**config.mk**
```make
export PLATFORM = sky130hd
export DESIGN_NAME = async_bus_capture
export DESIGN_NICKNAME = d
export VERILOG_FILES = /design/src/rtl/async_bus_capture.sv
export SDC_FILE = /design/constraint.sdc
export NUM_CORES = 1
export LEC_CHECK = 0
export BUFFER_PORTS_ARGS = -buffer_cell sky130_fd_sc_hd__buf_2
export CAP_MARGIN = 20
export CORE_MARGIN = 2
export CORE_UTILIZATION = 51
export CTS_CLUSTER_SIZE = 20
export DETAILED_ROUTE_END_ITERATION = 10
export PLACE_DENSITY = 0.84
export SYNTH_ARGS = -nofsm -noshare
export SYNTH_HDL_FRONTEND = slang
export SYNTH_SLANG_ARGS = --single-unit
export TNS_END_PERCENT = 100
```
**constraint.sdc**
```tcl
create_clock -name clk -period 1.4 [get_ports clk]
set_input_delay 0.14 -clock clk [delete_from_list [all_inputs] [get_ports clk]]
set_output_delay 0.14 -clock clk [all_outputs]
set_load 0.005 [all_outputs]
```
**src/rtl/async_bus_capture.sv**
```systemverilog
// async_bus_capture
// Sequences capture of an asynchronous strobe-qualified parallel bus.
// Strobe and data are each reclocked through STAGES flops. A rising edge on
// the synchronized strobe starts a SETTLE_CYCLES wait. After the wait the
// synchronized word is latched and offered on a valid/ready handshake.
//
// Optional feature, enabled with `define CAPTURE_STROBE_FILTER_EN:
//   A 3-sample glitch filter follows the strobe synchronizer. Strobe pulses
//   shorter than 3 cycles are rejected, and capture latency grows by 2 cycles.
//
// Ports:
//   clk, rst_n    system clock and asynchronous active-low reset
//   strobe_async  asynchronous strobe; a rising edge marks new data
//   data_async    asynchronous data, held stable by the source around the strobe
//   data_out      captured word; keeps its value after acceptance
//   valid, ready  handshake; the word is consumed when valid && ready
//   busy          high while a capture is settling or being held
//   overrun       sticky; set when a strobe edge was dropped
//   overrun_clr   single-cycle pulse that clears overrun (a same-cycle set wins)
module async_bus_capture #(
  parameter int WIDTH         = 8,
  parameter int STAGES        = 2,
  parameter int SETTLE_CYCLES = 2
) (
  input  logic             clk,
  input  logic             rst_n,
  input  logic             strobe_async,
  input  logic [WIDTH-1:0] data_async,
  output logic [WIDTH-1:0] data_out,
  output logic             valid,
  input  logic             ready,
  output logic             busy,
  output logic             overrun,
  input  logic             overrun_clr
);

  localparam int CW = (SETTLE_CYCLES > 0) ? $clog2(SETTLE_CYCLES + 1) : 1;
  localparam logic [CW-1:0] CNT_LOAD = CW'(SETTLE_CYCLES);

  typedef enum logic [1:0] {IDLE, SETTLE, HOLD} state_t;

  state_t                        state;
  logic [CW-1:0]                 cnt;
  logic [STAGES-1:0]             strobe_pipe;
  logic [STAGES-1:0][WIDTH-1:0]  data_pipe;
  logic                          strobe_sync;
  logic [WIDTH-1:0]              data_sync;
  logic                          strobe_filt;
  logic                          strobe_prev;
  logic                          strobe_edge;
  logic                          accept;
  logic                          drop;

  // Reclocking chains; index 0 is the first flop.
  always_ff @(posedge clk or negedge rst_n) begin
    if (!rst_n) begin
      strobe_pipe <= '0;
      data_pipe   <= '0;
    end else begin
      strobe_pipe <= {strobe_pipe[STAGES-2:0], strobe_async};
      data_pipe   <= {data_pipe[STAGES-2:0], data_async};
    end
  end

  assign strobe_sync = strobe_pipe[STAGES-1];
  assign data_sync   = data_pipe[STAGES-1];

`ifdef CAPTURE_STROBE_FILTER_EN
  // The current synchronized sample plus two older ones form the 3-sample
  // window. strobe_prev is the filter output of the previous cycle, so it
  // doubles as the hold value when the window is mixed.
  logic [1:0] strobe_hist;

  always_ff @(posedge clk or negedge rst_n) begin
    if (!rst_n) strobe_hist <= '0;
    else        strobe_hist <= {strobe_hist[0], strobe_sync};
  end

  always_comb begin
    strobe_filt = strobe_prev;
    if (strobe_sync && (&strobe_hist))        strobe_filt = 1'b1;
    else if (!strobe_sync && !(|strobe_hist)) strobe_filt = 1'b0;
  end
`else
  assign strobe_filt = strobe_sync;
`endif

  assign strobe_edge = strobe_filt & ~strobe_prev;
  assign accept      = valid & ready;
  // An edge is lost when the block cannot start a new capture this cycle.
  assign drop        = strobe_edge &
                       ((state == SETTLE) || ((state == HOLD) && !accept));

  always_ff @(posedge clk or negedge rst_n) begin
    if (!rst_n) begin
      state       <= IDLE;
      cnt         <= '0;
      data_out    <= '0;
      valid       <= 1'b0;
      busy        <= 1'b0;
      overrun     <= 1'b0;
      strobe_prev <= 1'b0;
    end else begin
      strobe_prev <= strobe_filt;

      if (drop)             overrun <= 1'b1;
      else if (overrun_clr) overrun <= 1'b0;

      // busy is updated alongside every state change so it always equals
      // (state != IDLE).
      case (state)
        IDLE: begin
          if (strobe_edge) begin
            state <= SETTLE;
            cnt   <= CNT_LOAD;
            busy  <= 1'b1;
          end
        end
        SETTLE: begin
          if (cnt != '0) begin
            cnt <= cnt - CW'(1);
          end else begin
            data_out <= data_sync;
            valid    <= 1'b1;
            state    <= HOLD;
          end
        end
        HOLD: begin
          if (accept) begin
            valid <= 1'b0;
            // Back-to-back: a new edge in the accept cycle restarts settling.
            if (strobe_edge) begin
              state <= SETTLE;
              cnt   <= CNT_LOAD;
            end else begin
              state <= IDLE;
              busy  <= 1'b0;
            end
          end
        end
        default: begin
          state <= IDLE;
          busy  <= 1'b0;
          valid <= 1'b0;
        end
      endcase
    end
  end

endmodule
```
After elaboration in Yosys (flattened, before gate mapping):

Index checks and enable logic that the tools add are counted.

* register bits after elaboration: 34
* latch bits: 0
* memory bits (writable): 0
* memory bits (read-only): 0
* output and inout bits: 11
* memories: 0

* add/subtract/negate cells: 1
* $mul: 0
* divide/modulo/power cells: 0
* order comparisons: 0
* equal/unequal tests: 7
* shift-type cells: 0
* mux-type cells: 18
* bitwise logic cells: 7
* reduce and logical (&&, ||, !) cells: 12

Operators with widths (count)
* $mux 2: 6
* $pmux 2 s3: 2
* $reduce_and 3->1: 3
* $mux 1: 8
* $ne 2x2->1 const B: 4
* $pmux 1 s3: 2
* $not 1->1: 4
* $reduce_and 4->1: 1
* $reduce_bool 2->1: 2
* $and 1x1->1: 3
* $reduce_bool 3->1: 1
* $eq 2x1->1 const B: 1
* $eq 2x2->1 const B: 1
* $logic_not 2->1: 1
* $ne 2x1->1 const B: 1
* $reduce_and 2->1: 1
* $sub 2x1->2 const B: 1
* $logic_and 1x1->1: 1
* $logic_not 1->1: 1
* $logic_or 1x1->1: 1

Logic depth before layout (Yosys ltp):

Gate-level depths: netlist of the first run.

* word-level depth: 6
* gate-level depth with buffers: 6
* gate-level depth less buffers: 5

Least setup slack after synthesis of the first run:

OpenSTA, ideal clock, no wires.

* path kind: register -> register
* start: register cnt[0]
* end: register cnt[0]
* arrival time: 1.147 ns
* setup slack: 0.112 ns
* stages on the path, launching flop included: 6
* clock period less this slack: 1.288 ns
* path through: dfrtp_1 > inv_1 > ha_1 > or3b_1 > o41ai_1 > mux2i_1

* word-level cells in the longest chain between the ends: 3
* elaborated cells between the ends (all ways): 8
* those cells by class: add/sub: 1; eq/ne: 1; mux: 4; reduce/logical: 2

Ends and longest elaborated chain
* start: declaration: RTL line 43 `logic [CW-1:0] cnt;`
* start signal: assignment: RTL line 121 `cnt <= cnt - CW'(1);`
* $sub 2x1->2 (tied with other cells): RTL line 121
* $mux 2 (tied with other cells): RTL line 120 `if (cnt != '0) begin`
* $pmux 2 s3 / $reduce_and 3->1 (equally long branches)

Several ways; a longest one is shown, not always the timed one. The select of a mux whose other input is x is not followed.
A chain may end at the register's enable or synchronous reset.

Final worst setup path of the first run:

* start: register cnt[0]
* end: register data_out[6]

* word-level cells in the longest chain between the ends: 3

Ends and longest elaborated chain
* $reduce_bool 2->1: RTL line 120
* $not 1->1 (no line)
* $reduce_and 2->1 (no line)
* end signal: assignment: RTL line 123 `data_out <= data_sync;`
* end: declaration: RTL line 29 `output logic [WIDTH-1:0] data_out,`

Every way passes these cells.

==> metrics.md, run 1 <==
| Metric | Value |
|---|---|
| Initial antenna violation count | `0` |
| Clock Skew | `0.00971 ns` |
| WL final | `1780 µm` |
| Synth Area in Compound Gates | `7.54%` |
| Slowest cell on the critical path | `dfrtp_1` |
| Maximum buffer depth of the clock tree | `2` |
| Post-synthesis cell type count | `20` |
| I/O Buffers | `23` |
| Final net count | `131` |
| H-tree Lvls | `2` |
| Top Ports | `24` |
| Max Slew Vio Count | `0` |
| Post-placement cell area | `0.00129 mm²` |
| Number of CTS-inserted buffers | `5` |
| Crit-path cells | `inv_1 > ha_4 > nand3b_1 > buf_6 > mux2_2` |
| Min-Delay Path Class | `input pin to register` |
| Die Wd | `51.0 µm` |
| Logic gate share of total power | `30.1%` |
| Final setup vio count | `0` |
| Clock Sinks | `34` |
| Crit path DAT | `1.53 ns` |
| FMAX | `0.753 GHz` |
| Residual DRC | `0` |
| Outcome | `finished, final reports clean` |
| Leakage | `0.724 nW` |
| Syn_area_per_cell | `15.9 µm²` |
| Sw Pwr | `0.000749 W` |
| DR WL/cell | `12.3 µm` |
| Storage element area | `851 µm²` |
| Design area | `0.00149 mm²` |
| Vias post-DR | `705` |
| DR iter-0 viols | `6` |
| Clock input transition at the sequential cells of the worst setup and hold paths | `0.09 ns` |
| Max Cap Viol | `0` |
| Max IR drop VDD | `1.36 mV` |
| Vias in the first global route | `635` |
| Final Hold Viols | `0` |
| Antenna fix cells | `0` |
| Clock Latency Late Sink | `0.32 ns` |
| Initial core utilization | `52.5%` |
| CP delay by family, top | `flip-flops` |
| Largest net degree at the start of global routing | `35` |
| Core area | `0.00215 mm²` |
| Fillcell total | `140` |
| Clock power share | `18.7%` |
| CP max stage delay | `0.36 ns` |
| Simple-gate share of the synthesized area | `4.43%` |
| Drt first pass iters | `4` |
| Xor and xnor fraction of the mapped netlist area | `0%` |
| Final Critical Period | `1.33 ns` |
| Crit start category | `register` |
| Flop and latch count out of synthesis | `34` |
| Gate Count Post-Synth | `71` |
| First-pass GRT wire length | `2770 µm` |
| RSZ-0062 raised after global routing | `no` |
| Ratio of cells with drive above 1 in the final layout | `37.9%` |
| Synth Net Count | `85` |
| GRT Residual Overflow | `0` |
| Slew headroom | `72.9%` |
| Die area | `0.00261 mm²` |
| Mapped cell area | `0.00113 mm²` |
| Routed Antenna Nets | `0` |
| Worst setup EP type | `register` |
| Setup_tns | `0 ns` |
| Final worst-path cycle share | `94.8%` |
| Mux cell area share after synthesis | `8.87%` |
| Worst-margin pin slew | `0.406 ns` |
| CTS root buf | `clkbuf_4` |
| Sw frac | `28.1%` |
| Sequential share of the synthesized area | `75.4%` |
| Synth Area in Adders | `1.11%` |
| Area growth syn-to-layout | `32.0%` |
| Critical path class | `register to register` |
| GRT Overall Usage | `15.5%` |
| Combinational family with the most area after synthesis | `multiplexers` |
| RePlAce Congestion | `0.832` |
| DPL Wire Length | `1120 µm` |
| Int Pwr | `0.00192 W` |
| Overall Power | `0.00267 W` |
| TritonCTS clock tree | `yes` |
| Hold slack final | `0.118 ns` |
| Die height | `51.0 µm` |
| Yosys warns | `0` |
| Seq pwr share | `51.3%` |
| CP max FO | `8` |
| Via-to-Cell Ratio | `4.90` |
| Row count | `17` |
| Buf/Inv on CP | `2` |
| PwrDens | `1790 mW/mm²` |
| CP required | `1.60 ns` |
| Multi-input gate area | `260 µm²` |
[per-stage QoR]
stage	worst slack (ns)	utilization (%)	instances
after floorplan	0.112	-	71
final	0.0722	69.4	144
after detailed placement	0.00175	60.0	124
after global routing	0.00111	69.4	144
after global placement	0.0438	60.0	124
after CTS	0.0134	67.9	141
[placed cells by master, fill, tap and decap left out, drive strengths merged]
| cell | synthesis | routed |
|---|---|---|
| o21ai | 2 | 2 |
| a221oi | 1 | 1 |
| a21boi | 1 | 1 |
| nor2b | 3 | 3 |
| mux2i | 1 | 1 |
| o2bb2ai | 1 | 1 |
| a21oi | 3 | 3 |
| buf | 1 | 29 |
| dfrtp | 34 | 34 |
| nand2 | 3 | 3 |
| o211ai | 1 | 1 |
| o32ai | 1 | 1 |
| nor2 | 1 | 1 |
| dlygate4sd3 | 0 | 11 |
| nand3b | 1 | 1 |
| or3b | 1 | 1 |
| o211a | 1 | 1 |
| ha | 1 | 1 |
| o41ai | 1 | 1 |
| inv | 5 | 5 |
| clkbuf | 0 | 6 |
| mux2 | 8 | 8 |
[timing repair]
action / 4_1_cts / 5_1_grt
setup buffers: 0 / 3
endpoints found under the setup margin: 7 / 9
hold buffers: 11 / 0
pin swaps: 1 / 1
hold endpoints to repair: 44 / 0
gates resized for setup: 2 / 2
[cells in the mapped netlist, drive strengths merged]
master / instances / area, µm²
o211a: 1 / 10.0
o32ai: 1 / 8.76
dfrtp: 34 / 851
nand3b: 1 / 7.51
mux2: 8 / 90.1
nor2b: 3 / 18.8
o2bb2ai: 1 / 8.76
ha: 1 / 12.5
a21oi: 3 / 15.0
inv: 5 / 18.8
o41ai: 1 / 8.76
buf: 1 / 11.3
a221oi: 1 / 8.76
o211ai: 1 / 7.51
o21ai: 2 / 10.0
a21boi: 1 / 7.51
nor2: 1 / 3.75
mux2i: 1 / 10.0
nand2: 3 / 11.3
or3b: 1 / 8.76
[path summary, 6_finish.rpt]
| kind | endpoint | from | depth (start not counted) | slack (ns) |
|---|---|---|---|---|
| worst max-delay path | data_out[6] | cnt[0] | 5 | 0.07 |
| worst min-delay path | valid | ready | 3 | 0.12 |
| worst max register to register | data_out[6] | cnt[0] | 5 | 0.07 |
| worst min register to register | data_sync[2] | data_pipe[2] | 0 | 0.35 |
| max in group asynchronous | data_out[6] | rst_n | 3 | 0.74 |
| min in group asynchronous | busy | rst_n | 3 | 0.36 |
[kinds of logic (layout without fill, tap and decap cells)]
logic type / after synthesis / in the layout
multiplexers: 9 / 9
adder cells (fa/ha/maj): 1 / 1
flip-flops: 34 / 34
AO/OA/AOI/OAI: 12 / 12
AND/OR/NAND/NOR: 9 / 9
buffers and inverters: 6 / 51
[sequential cells by signal, indices dropped and copies added (netlist names), 2 cells and up]
name	cells
cnt	2
data_out	8
data_pipe	8
data_sync	8
state	2
strobe_pipe	2
[power by group through the flow]
stage | registers (W) | clock network, W | logic, W
final | 0.00137 | 0.000497 | 0.000801
after global routing | 0.00140 | 0.000558 | 0.000889
after CTS | 0.00137 | 0.000521 | 0.000728
after detailed placement | 0.00139 | 0 | 0.000693
after global placement | 0.00138 | 0 | 0.000666
after floorplan | 0.00138 | 0 | 0.000418
[tightest hold or removal path: stages]
cell and delay (ns):
buf_2 0.10, nor2_1 0.04, o2bb2ai_1 0.11
[area by class of cell]
class / instances / area share [%]
clock buffer: 6 / 3.44
sequential: 34 / 57.1
inverter: 5 / 1.26
multi-input combinational: 31 / 17.5
tap: 28 / 2.35
timing repair buffer: 40 / 18.4
[layer usage]
metal	GRT usage, %	share of wire, %	vias to the layer above
li1	-	-	333
met1	19.2	42	346
met2	22.3	50	22
met3	7.02	5.9	4
met4	9.46	2.4	0
met5	0	0	-
Power figures use the tool's default switching activity.
==> inputs of run 2 (changes only) <==
Settings changed: ABC_CLOCK_PERIOD_IN_PS set to 1400, SETUP_SLACK_MARGIN set to 0.3.
==> metrics.md, run 2 (synthesized netlist as in run 1, its figures left out) <==
| Metric | Value |
|---|---|
| Outcome | `finished, final reports clean` |
| FMAX | `0.748 GHz (-0.75%)` |
| Initial core utilization | `52.5% (unchanged)` |
| Crit-path cells | `inv_2 > ha_4 > nand3b_1 > buf_6 > mux2_4` |
| Core area | `0.00215 mm² (unchanged)` |
| Min-Delay Path Class | `input pin to register` |
| DPL Wire Length | `1210 µm (+8.0%)` |
| Buf/Inv on CP | `2 (unchanged)` |
| Worst-margin pin slew | `0.398 ns (-0.00788 ns)` |
| CP required | `1.63 ns (+0.03 ns)` |
| Die height | `51.0 µm (unchanged)` |
| Final worst-path cycle share | `95.6% (+0.71 points)` |
| GRT Residual Overflow | `0 (unchanged)` |
| DR WL/cell | `14.5 µm (+17%)` |
| Slew headroom | `73.4% (+0.53 points)` |
| Crit path from | `cnt[1]` |
| Crit start category | `register` |
| WL final | `2140 µm (+21%)` |
| RSZ-0062 raised after global routing | `yes` |
| Via-to-Cell Ratio | `4.91 (+0.33%)` |
| First-pass GRT wire length | `3450 µm (+24%)` |
| Leakage | `0.787 nW (+8.7%)` |
| Crit path DAT | `1.56 ns (+0.03 ns)` |
| CTS root buf | `clkbuf_4` |
| Die Wd | `51.0 µm (unchanged)` |
| Clock Latency Late Sink | `0.34 ns (+0.02 ns)` |
| Hold slack final | `0.131 ns (+0.0122 ns)` |
| Reg2reg start | `cnt[1]` |
| RePlAce Congestion | `0.903 (+8.5%)` |
| Critical path class | `register to register` |
| Clock Sinks | `34 (unchanged)` |
| Final net count | `133 (+1.5%)` |
| Vias in the first global route | `755 (+19%)` |
| Hold wc startpoint | `ready` |
| H-tree Lvls | `2 (unchanged)` |
| Number of CTS-inserted buffers | `5 (unchanged)` |
| Slowest cell on the critical path | `dfrtp_1` |
| GRT Overall Usage | `20.0% (+4.5 points)` |
| Routed Antenna Nets | `0 (unchanged)` |
| Residual DRC | `0 (unchanged)` |
| Worst setup EP type | `register` |
| Largest net degree at the start of global routing | `35 (unchanged)` |
| Max Slew Vio Count | `0 (unchanged)` |
| Max IR drop VDD | `1.18 mV (-13%)` |
| Fillcell total | `127 (-9.3%)` |
| Area growth syn-to-layout | `43.5%` |
| Maximum buffer depth of the clock tree | `2 (unchanged)` |
| TritonCTS clock tree | `yes` |
| Top Ports | `24 (unchanged)` |
| Final Hold Viols | `0 (unchanged)` |
| Clock Skew | `0.00767 ns (-0.00203 ns)` |
| DR iter-0 viols | `11 (+5)` |
| Ratio of cells with drive above 1 in the final layout | `51.7% (+14 points)` |
| Vias post-DR | `727 (+3.1%)` |
| Most frequent cells in the layout | `dfrtp_1 (31), buf_2 (22), dlygate4sd3_1 (11)` |
| CP max FO | `8 (unchanged)` |
| Initial antenna violation count | `0 (unchanged)` |
| Row count | `17 (unchanged)` |
| Setup_tns | `0 ns (unchanged)` |
| Clock input transition at the sequential cells of the worst setup and hold paths | `0.10 ns (about the same)` |
| Commonest non-fill, non-tap cell in the layout | `dfrtp_1` |
| Final Critical Period | `1.34 ns (+0.00999 ns)` |
| Final setup vio count | `0 (unchanged)` |
| Die area | `0.00261 mm² (unchanged)` |
| CP max stage delay | `0.39 ns (+0.03 ns)` |
| PwrDens | `1910 mW/mm² (+7.1%)` |
| I/O Buffers | `23 (unchanged)` |
| CP delay by family, top | `flip-flops` |
| Drt first pass iters | `4 (unchanged)` |
| Antenna fix cells | `0 (unchanged)` |
| Max Cap Viol | `0 (unchanged)` |
run 2: cell count changes in the layout (fill, tap and decap cells not counted), moves of 2 or more:
| cell | delta |
|---|---|
| mux2_2 | -5 |
| dfrtp_1 | -3 |
| nor2b_1 | -2 |
| buf_6 | +2 |
| inv_2 | +2 |
| dfrtp_2 | +3 |
| mux2_4 | +5 |
| inv_1 | -2 |
| nor2b_4 | +2 |
run 2: what timing repair did:
| action | 4_1_cts | 5_1_grt |
|---|---|---|
| pin swaps | 2 | 3 |
| setup buffers | 2 | 3 |
| resized for setup | 19 | 8 |
| endpoints found under the hold margin | 44 | 0 |
| setup endpoints to repair | 13 | 14 |
| hold buffers | 11 | 0 |
run 2: per-layer routing:
layer  up-vias  share of wire (%)  GRT usage (%)  routed length [µm]
met4         0                3.0           16.2                  65
met1       356                 40           23.4                 849
met3         7                4.3           6.14                  92
li1        341                  -              -                   -
met5         -                  0              0                   0
met2        23                 53           30.3                1140
run 2: worst register-to-register path: stages (launching register included):
cell and delay, ns:
dfrtp_1 0.39, inv_2 0.08, ha_4 0.15, nand3b_1 0.12, buf_6 0.18, mux2_4 0.30
run 2: through the flow:
stage               total power [W]  cell area (µm²)  setup slack, ns  cells  utilization, %
detailed placement          0.00212             1300          0.00323    124            60.5
CTS                         0.00297             1560           0.0820    145            72.7
finish                      0.00310             1620           0.0623    148            75.4
floorplan                   0.00181             1140            0.159     71               -
global placement            0.00206             1300           0.0947    124            60.5
global route                0.00331             1620           0.0314    148            75.4
run 2: report_power, final:
| part | switching, W | total, W | internal [W] |
|---|---|---|---|
| clock network | 0.000314 | 0.000555 | 0.000241 |
| registers | 0.000192 | 0.00142 | 0.00123 |
| logic | 0.000444 | 0.00113 | 0.000683 |
run 2: final timing paths:
kind | endpoint | slack [ns] | cells after the start
min reg2reg | data_sync[0] | 0.36 | 0
max in group asynchronous | state[0] | 0.75 | 3
max | data_out[6] | 0.06 | 5
max reg2reg | data_out[6] | 0.06 | 5
min in group asynchronous | data_pipe[5] | 0.34 | 3
min | valid | 0.13 | 3
run 2: area by class of cell:
class,count,area (µm²),share of cell area [%]
clock buffers,6,51.3,3.17
clock inverters,2,12.5,0.773
inverters,5,18.8,1.16
multi-input cells,31,348,21.5
flip-flops and latches,34,855,52.8
well taps,28,35.0,2.16
repair buffers,42,299,18.5
==> inputs of run 3 (changes only) <==
Settings changed: CELL_PAD_IN_SITES_DETAIL_PLACEMENT set to 0, CELL_PAD_IN_SITES_GLOBAL_PLACEMENT set to 2, CORE_UTILIZATION 51 to 36, PLACE_DENSITY 0.84 to 0.85.
==> metrics.md, run 3 (synthesized netlist as in run 1, its figures left out) <==
| Metric | Value |
|---|---|
| Logic gate share of total power | `34.8% (-1.6 points)` |
| DR iter-0 viols | `10 (-1)` |
| RePlAce Congestion | `0.711 (-21%)` |
| Max IR drop VDD | `0.873 mV (-26%)` |
| Clock Sinks | `34 (unchanged)` |
| Leakage | `0.791 nW (+0.48%)` |
| TritonCTS clock tree | `yes` |
| H-tree Lvls | `2 (unchanged)` |
| Final Critical Period | `1.31 ns (-0.0317 ns)` |
| Maximum buffer depth of the clock tree | `2 (unchanged)` |
| Vias post-DR | `737 (+1.4%)` |
| Routing usage on met2 | `20.2% (-10 points)` |
| First-pass GRT wire length | `3350 µm (-3.0%)` |
| WL final | `2070 µm (-3.4%)` |
| Min-Delay Path Class | `input pin to register` |
| Ratio of cells with drive above 1 in the final layout | `52.0% (+0.37 points)` |
| Slew headroom | `73.5% (about the same)` |
| I/O Buffers | `23 (unchanged)` |
| Routed Antenna Nets | `0 (unchanged)` |
| Row count | `20 (+3)` |
| Outcome | `finished, final reports clean` |
| Worst setup EP type | `register` |
| Area growth syn-to-layout | `47.7%` |
| Antenna fix cells | `0 (unchanged)` |
| Crit start category | `register` |
| DR WL/cell | `12.4 µm (-14%)` |
| Die Wd | `60.0 µm (+18%)` |
| RSZ-0062 raised after global routing | `yes` |
| Most frequent cells in the layout | `dfrtp_1 (31), buf_2 (23), dlygate4sd3_1 (11)` |
| CP max FO | `6 (-2)` |
| Die height | `60.0 µm (+18%)` |
| GRT busiest layer | `met2` |
| Drt first pass iters | `4 (unchanged)` |
| Clock Latency Late Sink | `0.34 ns (about the same)` |
| Max Cap Viol | `0 (unchanged)` |
| Largest net degree at the start of global routing | `20 (-43%)` |
| Critical path class | `register to register` |
| Seq pwr share | `43.0% (-2.7 points)` |
| Residual DRC | `0 (unchanged)` |
| Clock Skew | `0.0109 ns (+0.00319 ns)` |
| Crit path DAT | `1.54 ns (-0.02 ns)` |
| Vias in the first global route | `774 (+2.5%)` |
| Routing usage on met1 | `15.7% (-7.7 points)` |
| Via-to-Cell Ratio | `4.41 (-10%)` |
| GRT Residual Overflow | `0 (unchanged)` |
| Fin util | `55.0% (-20 points)` |
| Int Pwr | `0.00229 W (+6.5%)` |
| Final setup vio count | `0 (unchanged)` |
| PwrDens | `1950 mW/mm² (+1.6%)` |
| Max Slew Vio Count | `0 (unchanged)` |
| Die area | `0.00360 mm² (+38%)` |
| Setup_tns | `0 ns (unchanged)` |
| Met3 usage | `6.71% (+0.57 points)` |
| Number of CTS-inserted buffers | `5 (unchanged)` |
| Clock input transition at the sequential cells of the worst setup and hold paths | `0.11 ns (about the same)` |
| Core area | `0.00303 mm² (+41%)` |
| Sw frac | `29.4% (-1.2 points)` |
| Final worst-path cycle share | `93.3% (-2.3 points)` |
| DPL Wire Length | `1220 µm (+0.48%)` |
| CP required | `1.63 ns (about the same)` |
| GRT Overall Usage | `13.4% (-6.6 points)` |
| Worst Hold Depth | `3 (unchanged)` |
| Top Ports | `24 (unchanged)` |
| Sw Pwr | `0.000954 W (+0.34%)` |
| Worst-margin pin slew | `0.398 ns (-0.000598 ns)` |
| Final Hold Viols | `0 (unchanged)` |
| CTS root buf | `clkbuf_4` |
| Final net count | `136 (+2.3%)` |
| Initial core utilization | `37.3% (-15 points)` |
| FMAX | `0.766 GHz (+2.4%)` |
| Clock power share | `22.3% (+4.4 points)` |
| Initial antenna violation count | `0 (unchanged)` |
| R2R cell count | `5 (unchanged)` |
| Commonest non-fill, non-tap cell in the layout | `dfrtp_1` |
==> run 3: metrics by stage <==
| step | hold slack (ns) | cells | setup WS, ns | instance area (µm²) | total power, W |
|---|---|---|---|---|---|
| global route | 0.124 | 167 | 0.0300 | 1670 | 0.00344 |
| CTS | 0.0850 | 162 | 0.101 | 1590 | 0.00304 |
| floorplan | -0.156 | 71 | 0.159 | 1140 | 0.00181 |
| detailed placement | 0.0881 | 140 | 0.0369 | 1330 | 0.00211 |
| finish | 0.110 | 167 | 0.0940 | 1670 | 0.00324 |
| global placement | 0.0816 | 140 | 0.0547 | 1330 | 0.00208 |
==> run 3: per-layer routing <==
metal	vias up	part of all wire [%]
met5	-	0
met1	365	43
li1	345	-
met3	6	6.1
met2	21	48
met4	0	2.1
==> run 3: power by group through the flow <==
stage                     Clock (W)  Combinational [W]  Sequential [W]
after global placement            0           0.000701         0.00138
after CTS                  0.000744           0.000914         0.00138
final                      0.000722            0.00113         0.00139
after global routing       0.000789            0.00122         0.00143
after floorplan                   0           0.000435         0.00138
after detailed placement          0           0.000724         0.00139
==> run 3: cell type report <==
type | count | area [µm²]
fillers | 255 | 1360
flip-flops and latches | 34 | 855
multi-input cells | 31 | 328
repair buffers | 45 | 328
well taps | 44 | 55.1
clock inverters | 3 | 45.0
clock buffers | 5 | 37.5
inverters | 5 | 18.8
==> run 3: critical path: stages (launching register included) <==
cell      delay (ns)
dfrtp_1         0.41
inv_2           0.08
ha_4            0.14
nand3b_1        0.11
buf_6           0.17
mux2_4          0.29
==> run 3: final timing paths <==
check | startpoint | to | slack [ns]
worst max-delay path | cnt[0] | data_out[0] | 0.09
worst min-delay path | ready | valid | 0.11
worst max register to register | cnt[0] | data_out[0] | 0.09
worst min register to register | data_pipe[4] | data_sync[4] | 0.36
max in group asynchronous | rst_n | data_out[0] | 0.72
min in group asynchronous | rst_n | busy | 0.24
==> run 3: repair_timing <==
action,CTS,global route
endpoints found under the hold margin,25,0
setup buffers,3,5
pin swaps,1,4
gates resized for setup,13,9
endpoints found under the setup margin,12,14
hold buffers,11,0
gates cloned,0,0
